## src/rtl/fcpu_pkg.sv

```systemverilog
// fcpu_pkg: shared widths, store opcodes, the store queue entry record and a
// small opcode-classification helper for the fcpu memory path.
//   DATA_W / RSV_ID_W / INSTR_W : datapath, ROB tag and opcode widths
//   CDB_W                       : common data bus width, {tag, data}
//   store_queue_entry_t         : one store queue slot (packed)
//   is_store_op()               : true for opcodes the store queue accepts
package fcpu_pkg;

  localparam int DATA_W   = 32;
  localparam int RSV_ID_W = 5;
  localparam int INSTR_W  = 6;
  localparam int CDB_W    = RSV_ID_W + DATA_W;

  localparam logic [INSTR_W-1:0] I_STORE  = 6'd8;
  localparam logic [INSTR_W-1:0] I_STOREB = 6'd9;
  localparam logic [INSTR_W-1:0] I_STORER = 6'd10;
  localparam logic [INSTR_W-1:0] I_OUTPUT = 6'd11;

  typedef struct packed {
    logic                valid;
    logic [RSV_ID_W-1:0] rob_id;
    logic [INSTR_W-1:0]  opcode;
    logic [DATA_W-1:0]   data;
    logic [RSV_ID_W-1:0] data_rob_id;
    logic                data_ready;
    logic [DATA_W-1:0]   address;
    logic                addr_ready;
    logic                committed;
    logic                invalidate;
  } store_queue_entry_t;

  function automatic logic is_store_op(input logic [INSTR_W-1:0] opcode);
    return opcode inside {I_STORE, I_STOREB, I_STORER, I_OUTPUT};
  endfunction

endpackage

```

## src/rtl/store_queue_age_priority_match.sv

```systemverilog
// age_priority_match: picks the youngest matching entry of a circular queue.
//   head, tail : queue pointers (oldest slot, next free slot)
//   match      : per-slot match request
//   valid      : per-slot occupancy
//   winner     : one-hot youngest matching slot (all zero if none)
//   hit        : any slot matched
module age_priority_match
  #(parameter int DEPTH   = 8,
    parameter int DEPTH_W = $clog2(DEPTH))
  (input  logic [DEPTH_W-1:0] head,
   input  logic [DEPTH_W-1:0] tail,
   input  logic [DEPTH-1:0]   match,
   input  logic [DEPTH-1:0]   valid,
   output logic [DEPTH-1:0]   winner,
   output logic               hit);

  // head==tail is ambiguous between empty and full; occupancy resolves it.
  // The scan walks backwards from tail-1 so the first hit is the youngest.
  always_comb begin
    logic [DEPTH_W:0]   span;
    logic [DEPTH_W-1:0] idx;
    winner = '0;
    hit    = 1'b0;
    idx    = '0;
    if (tail == head)
      span = (|valid) ? (DEPTH_W+1)'(DEPTH) : '0;
    else
      span = {1'b0, DEPTH_W'(tail - head)};
    for (int i = 0; i < DEPTH; i++) begin
      idx = tail - DEPTH_W'(i + 1);
      if (!hit && ((DEPTH_W+1)'(i) < span) && match[idx] && valid[idx]) begin
        winner[idx] = 1'b1;
        hit         = 1'b1;
      end
    end
  end

endmodule

```

## src/rtl/store_queue.sv

```systemverilog
// store_queue: in-order store buffer of the memory functional unit.
//   alloc_*   : program-order store dispatch (alloc_ready back-pressure)
//   addr_*    : resolved effective address from the address pipeline
//   cdb*      : result broadcast, snooped for pending store data
//   commit_*  : ROB commit, optionally dropping the store
//   flush     : discards every uncommitted entry
//   ld_*      : zero-latency load lookup: bypass / forward / stall verdict
//   o_*       : drain port to memory, head entry, held until o_ready
//   count     : occupied entries
module store_queue
  import fcpu_pkg::*;
  #(parameter int DEPTH      = 8,
    parameter int DEPTH_W    = $clog2(DEPTH),
    parameter int FORWARD_EN = 1)
  (input  logic                clk,
   input  logic                nrst,
   input  logic                alloc_valid,
   output logic                alloc_ready,
   input  logic [RSV_ID_W-1:0] alloc_rob_id,
   input  logic [INSTR_W-1:0]  alloc_opcode,
   input  logic [DATA_W-1:0]   alloc_data,
   input  logic [RSV_ID_W-1:0] alloc_data_rob_id,
   input  logic                alloc_data_filled,
   input  logic                addr_valid,
   input  logic [RSV_ID_W-1:0] addr_rob_id,
   input  logic [DATA_W-1:0]   addr_value,
   input  logic [CDB_W-1:0]    cdb,
   input  logic                cdb_valid,
   input  logic                commit_valid,
   input  logic                commit_invalidate,
   input  logic [RSV_ID_W-1:0] commit_id,
   input  logic                flush,
   input  logic                ld_valid,
   input  logic [DATA_W-1:0]   ld_address,
   output logic                ld_bypass,
   output logic                ld_fwd_valid,
   output logic [DATA_W-1:0]   ld_fwd_data,
   output logic                ld_stall,
   output logic                o_valid,
   output logic [INSTR_W-1:0]  o_opcode,
   output logic [RSV_ID_W-1:0] o_rsv_id,
   output logic [DATA_W-1:0]   o_address,
   output logic [DATA_W-1:0]   o_data,
   input  logic                o_ready,
   output logic [DEPTH_W:0]    count);

  localparam bit FWD = (FORWARD_EN != 0);

  store_queue_entry_t entries      [DEPTH];
  store_queue_entry_t entries_next [DEPTH];
  logic [DEPTH_W-1:0] head, tail;
  logic [DEPTH_W:0]   n_committed;
  logic               rst_hold;
  logic               out_block;
  logic               alloc_fire;
  logic               drain_ok, silent_pop, pop;
  logic [RSV_ID_W-1:0] cdb_tag;
  logic [DATA_W-1:0]   cdb_data;

  assign cdb_tag  = cdb[CDB_W-1 -: RSV_ID_W];
  assign cdb_data = cdb[DATA_W-1:0];

  // rst_hold keeps drain and load verdicts quiet for one cycle after reset.
  assign out_block   = !nrst || rst_hold;
  assign alloc_ready = nrst && (count < (DEPTH_W+1)'(DEPTH)) && !flush;
  assign alloc_fire  = alloc_valid && alloc_ready && is_store_op(alloc_opcode);

  // An invalidated committed head leaves without a memory request.
  assign drain_ok   = !out_block && entries[head].valid && entries[head].committed;
  assign silent_pop = drain_ok && entries[head].invalidate;
  assign o_valid    = drain_ok && !entries[head].invalidate &&
                      entries[head].data_ready && entries[head].addr_ready;
  assign pop        = silent_pop || (o_valid && o_ready);
  assign o_opcode   = entries[head].opcode;
  assign o_rsv_id   = entries[head].rob_id;
  assign o_address  = entries[head].address;
  assign o_data     = entries[head].data;

  // Allocation lands first so the CDB/address/commit updates below also see
  // the store written this cycle; flush then clears what is still uncommitted.
  always_comb begin
    entries_next = entries;
    n_committed  = '0;
    if (alloc_fire) begin
      entries_next[tail].valid       = 1'b1;
      entries_next[tail].rob_id      = alloc_rob_id;
      entries_next[tail].opcode      = alloc_opcode;
      entries_next[tail].data        = alloc_data;
      entries_next[tail].data_rob_id = alloc_data_rob_id;
      entries_next[tail].data_ready  = alloc_data_filled;
      entries_next[tail].address     = '0;
      entries_next[tail].addr_ready  = 1'b0;
      entries_next[tail].committed   = 1'b0;
      entries_next[tail].invalidate  = 1'b0;
    end
    for (int i = 0; i < DEPTH; i++) begin
      if (entries_next[i].valid) begin
        if (cdb_valid && !entries_next[i].data_ready &&
            entries_next[i].data_rob_id == cdb_tag) begin
          entries_next[i].data       = cdb_data;
          entries_next[i].data_ready = 1'b1;
        end
        if (addr_valid && entries_next[i].rob_id == addr_rob_id) begin
          entries_next[i].address    = addr_value;
          entries_next[i].addr_ready = 1'b1;
        end
        if (commit_valid && entries_next[i].rob_id == commit_id) begin
          entries_next[i].committed  = 1'b1;
          entries_next[i].invalidate = commit_invalidate;
        end
        if (entries_next[i].committed)
          n_committed = n_committed + 1'b1;
      end
    end
    if (flush) begin
      for (int i = 0; i < DEPTH; i++)
        if (!entries_next[i].committed)
          entries_next[i] = '0;
    end
    if (pop)
      entries_next[head] = '0;
  end

  // Committed entries are contiguous from head, so a flush leaves the tail
  // exactly n_committed slots past the current head.
  always_ff @(posedge clk) begin
    if (!nrst) begin
      for (int i = 0; i < DEPTH; i++)
        entries[i] <= '0;
      head     <= '0;
      tail     <= '0;
      count    <= '0;
      rst_hold <= 1'b1;
    end else begin
      entries  <= entries_next;
      head     <= head + DEPTH_W'(pop);
      rst_hold <= 1'b0;
      if (flush) begin
        tail  <= head + n_committed[DEPTH_W-1:0];
        count <= n_committed - (DEPTH_W+1)'(pop);
      end else begin
        tail  <= tail + DEPTH_W'(alloc_fire);
        count <= count + (DEPTH_W+1)'(alloc_fire) - (DEPTH_W+1)'(pop);
      end
    end
  end

  logic [DEPTH-1:0]  valid_vec, match_vec, winner;
  logic              hit, any_unresolved, win_ready, ld_active;
  logic [DATA_W-1:0] win_data;

  // Any store with an unknown address could alias the load, so it blocks.
  always_comb begin
    valid_vec      = '0;
    match_vec      = '0;
    any_unresolved = 1'b0;
    for (int i = 0; i < DEPTH; i++) begin
      valid_vec[i]   = entries[i].valid;
      match_vec[i]   = entries[i].valid && entries[i].addr_ready &&
                       entries[i].address == ld_address;
      any_unresolved = any_unresolved || (entries[i].valid && !entries[i].addr_ready);
    end
  end

  age_priority_match #(.DEPTH(DEPTH), .DEPTH_W(DEPTH_W)) u_match (
    .head   (head),
    .tail   (tail),
    .match  (match_vec),
    .valid  (valid_vec),
    .winner (winner),
    .hit    (hit));

  always_comb begin
    win_data  = '0;
    win_ready = 1'b0;
    for (int i = 0; i < DEPTH; i++) begin
      if (winner[i]) begin
        win_data  = win_data | entries[i].data;
        win_ready = win_ready | entries[i].data_ready;
      end
    end
  end

  assign ld_active    = ld_valid && !out_block;
  assign ld_fwd_valid = ld_active && !any_unresolved && hit && win_ready && FWD;
  assign ld_stall     = ld_active && (any_unresolved || (hit && !(win_ready && FWD)));
  assign ld_bypass    = ld_active && !any_unresolved && !hit;
  assign ld_fwd_data  = ld_fwd_valid ? win_data : '0;

endmodule

```

## config.mk

```make
export PLATFORM = sky130hd
export DESIGN_NAME = store_queue
export DESIGN_NICKNAME = d
export VERILOG_FILES = /design/src/rtl/fcpu_pkg.sv /design/src/rtl/store_queue_age_priority_match.sv /design/src/rtl/store_queue.sv
export SDC_FILE = /design/constraint.sdc
export NUM_CORES = 2
export LEC_CHECK = 0
export ABC_AREA = 1
export CAP_MARGIN = 0
export CELL_PAD_IN_SITES_DETAIL_PLACEMENT = 0
export CELL_PAD_IN_SITES_GLOBAL_PLACEMENT = 1
export CORE_AREA = 2 2 335 337
export DETAILED_ROUTE_END_ITERATION = 10
export DIE_AREA = 0 0 337 339
export PLACE_DENSITY_LB_ADDON = 0.1
export SLEW_MARGIN = 20
export SYNTH_ARGS = -nofsm -noshare
export SYNTH_HDL_FRONTEND = slang
export SYNTH_SLANG_ARGS = --single-unit
```

## constraint.sdc

```tcl
create_clock -name clk -period 7.3 [get_ports clk]
set_input_delay 0.73 -clock clk [delete_from_list [all_inputs] [get_ports clk]]
set_output_delay 0.73 -clock clk [all_outputs]
set_load 0.1 [all_outputs]
```

==> key figures <==
Floorplanning
  • Initial Util: between 30 and 40%
  • Die Y: 339 microns
  • Row count: 122
  • Core ar.: 0.110 sq mm
  • Die width: 337 microns
  • Die Area: 0.114 sq mm
  • Number of I/O pins: 286

Synthesis
  • Distinct cells, synth: 68
  • Main synth FF type: dfxtp_1
  • #FFs+latches synth: just under 700
  • Synthesized net count: 6918
  • Avg Cell Area, Syn: around 6.4 sq um
  • Cell Area, Synth: 0.0428 sq mm
  • Seq/Total Area, Yosys: 32.4%
  • Post-synth ARST share: 0%
  • Number of synthesized flops with an enable pin: 0
  • Syn. warnings: 0
  • Synthesized instance count: between 6000 and 7000

Worst setup path
  • CP Capture Type: primary output
  • Crit Path Class: primary input to primary output
  • R2r setup slk: 0.45 ns
  • Slowest-stage cell, CP: clkdlybuf4s50_1
  • CP required: between 6 and 7 ns
  • Most used cell, CP: nand2_1
  • CP peak stage delay: roughly 0.89 ns
  • Crit path max fanout: 14
  • CP arrival: 6.19 ns
  • Critical Path Source Type: primary input

Power and ir drop
  • Worst vdd ir: 158 uV
  • Cell Pwr Density: between 150 and 200 mW/mm^2
  • Leakage power: 0.0190 uW

Clock tree
  • Root buffer cell: clkbuf_16
  • CTS tree: built
  • Clock sinks: 691
  • Clock buffer depth: 3
  • Clock Pin Slew Worst Setup and Hold Paths: ~0.06 ns
  • CTS H-tree lvls: 3
  • Number of buffers created by CTS: a little under 90
  • Worst-Skew Late Latency: 0.68 ns

Layout
  • Design Area, Final: 0.0512 sq mm
  • Ratio of cells with drive above 1 in the final layout: under 10%
  • Area Growth Syn to Fin: 19.8%
  • Register area: approximately 0.014 sq mm
  • Multi-input logic area: 0.0254 sq mm
  • Commonest non-fill, non-tap cell in the layout: nand2_1
  • Most frequent cells in the layout: 1721 x nand2_1, 974 x nor2_1, 691 x dfxtp_1
  • Fillers: roughly 12000
  • Final net count: 7106

GRT
  • First-pass GRT wire length: 358 mm
  • Pin count of the biggest net entering global routing: 79
  • GRT Overall Usage: 43.5%
  • GR Overflow Total: 0
  • Initial antenna violation count: 23
  • Vias in the first global route: about 48000

Placed design
  • Port bufs: around 290
  • Dpl cell area: 0.0482 sq mm
  • Dpl hpwl: approximately 170 mm
  • Gp weighted congestion: 1.07

Drt
  • DR WL/cell: 30.5 microns
  • Drt pass-1 iters: 7
  • ANT nets after route: 0
  • Via count: ~52000
  • Total routed wirelength: 258 mm
  • Vias/cell: 6.17
  • Drc violations: 0
  • Initial DRC Count: 7267

STA
  • Worst hold slack: 0.442 ns
  • Final hold violations: 0
  • Period utilization: around 95%
  • Endpoints failing setup: 0
  • Fmax: approximately 140 MHz
  • Slew Viols, Final: 0
  • RSZ-0062 raised after global routing: false
  • Sum Neg Setup Slack: 0 ns
  • Worst-Margin Slew: roughly 1.2 ns
  • Final Critical Period: 6.92 ns
  • Layout Skew: ~0.026 ns
  • Max-Slew Margin vs Limit: 16.9%

Min path
  • Hold WC Path Type: register to register

Flow run
  • Max Cap Viol: 0

Status
  • Outcome: complete, no violations
## where the power goes
part           internal (uW)  leakage, uW  switching [uW]
Combinational            230       0.0120             654
Clock                   2560      0.00141            1910
Sequential              3770      0.00556            3.76
## area by class of cell
type	instances	area share [%]
timing repair buffer	516	10.0
sequential	691	27.0
clock buffer	132	5.07
tap	1488	3.63
clock inverter	24	0.525
antenna	8	0.0391
inverter	555	4.07
multi-input combinational	5056	49.6
## cell families after synthesis
logic type                 Yosys count  synth area share, %
adders and majority gates           29                0.901
buffers and inverters              972                 8.99
xor gates and xnor gates           102                 2.09
DFF                                691                 32.4
and+or+nand+nor                   3341                 32.9
muxes                                1               0.0234
AOI/OAI and AO/OA                 1583                 22.7
## synthesized netlist by cell type, types with 14 or more instances
| cell type | instances | area, sq um |
|---|---|---|
| a22o_1 | 20 | 175 |
| o22ai_1 | 83 | 519 |
| o211ai_1 | 280 | 2100 |
| a221oi_1 | 101 | 885 |
| o21ai_1 | 79 | 395 |
| nand2_1 | 1736 | 6520 |
| nand4_1 | 219 | 1370 |
| a211oi_1 | 38 | 285 |
| buf_2 | 70 | 350 |
| nor2_1 | 976 | 3660 |
| xnor2_1 | 28 | 245 |
| nor2_4 | 25 | 282 |
| buf_1 | 39 | 146 |
| ha_1 | 26 | 325 |
| a21oi_1 | 167 | 836 |
| o21ai_0 | 655 | 3280 |
| inv_2 | 37 | 139 |
| nor2_2 | 25 | 156 |
| a31oi_1 | 25 | 156 |
| o2111ai_1 | 29 | 254 |
| clkbuf_1 | 291 | 1090 |
| nor3_1 | 73 | 365 |
| nand3_1 | 217 | 1090 |
| a22oi_1 | 71 | 533 |
| dfxtp_1 | 691 | 13800 |
| xor2_1 | 74 | 648 |
| clkinv_1 | 14 | 52.6 |
| inv_1 | 502 | 1880 |
## critical path, delay by kind of cell
| family | cells | cell delay, ns |
|---|---|---|
| simple gates | 25 | 3.78 |
| buf+inv | 5 | 1.64 |
## routing by layer
metal  wire length, microns  up-vias  track usage (%)
met5                    200        -                0
met4                  18000       32             26.3
met3                  29300      927             10.5
met1                 101000    24800             55.8
met2                 110000     3517             65.7
li1                       -    23000                -
## path summary, 6_finish.rpt
path	startpoint	to	cells after the start
min reg2reg	entries[333]	entries[333]	2
max	ld_address[15]	ld_fwd_data[10]	30
min	entries[333]	entries[333]	2
max reg2reg	tail[0]	tail[2]	33
## through the flow
step	utilization [%]	worst slack, ns	instances	power (uW)
6_report	46.4	0.377	8470	9130
5_1_grt	46.4	0.000939	8464	9300
4_1_cts	46.3	0.218	8457	9090
3_5_place_dp	43.7	-0.455	8301	4700
3_3_place_gp	43.7	-0.406	8301	4710
2_1_floorplan	-	0.0262	6719	4240
## registers in the layout, summed over array words and instances, names as in the netlist
register / count
count: 4
entries: 680
head: 3
rst_hold: 1
tail: 3
## timing repair
action,4_1_cts,5_1_grt
setup buffers,0,5
resized for setup,0,28
endpoints found under the setup margin,0,4
hold buffers,0,0
No activity file was read; power rests on OpenSTA's default activity.
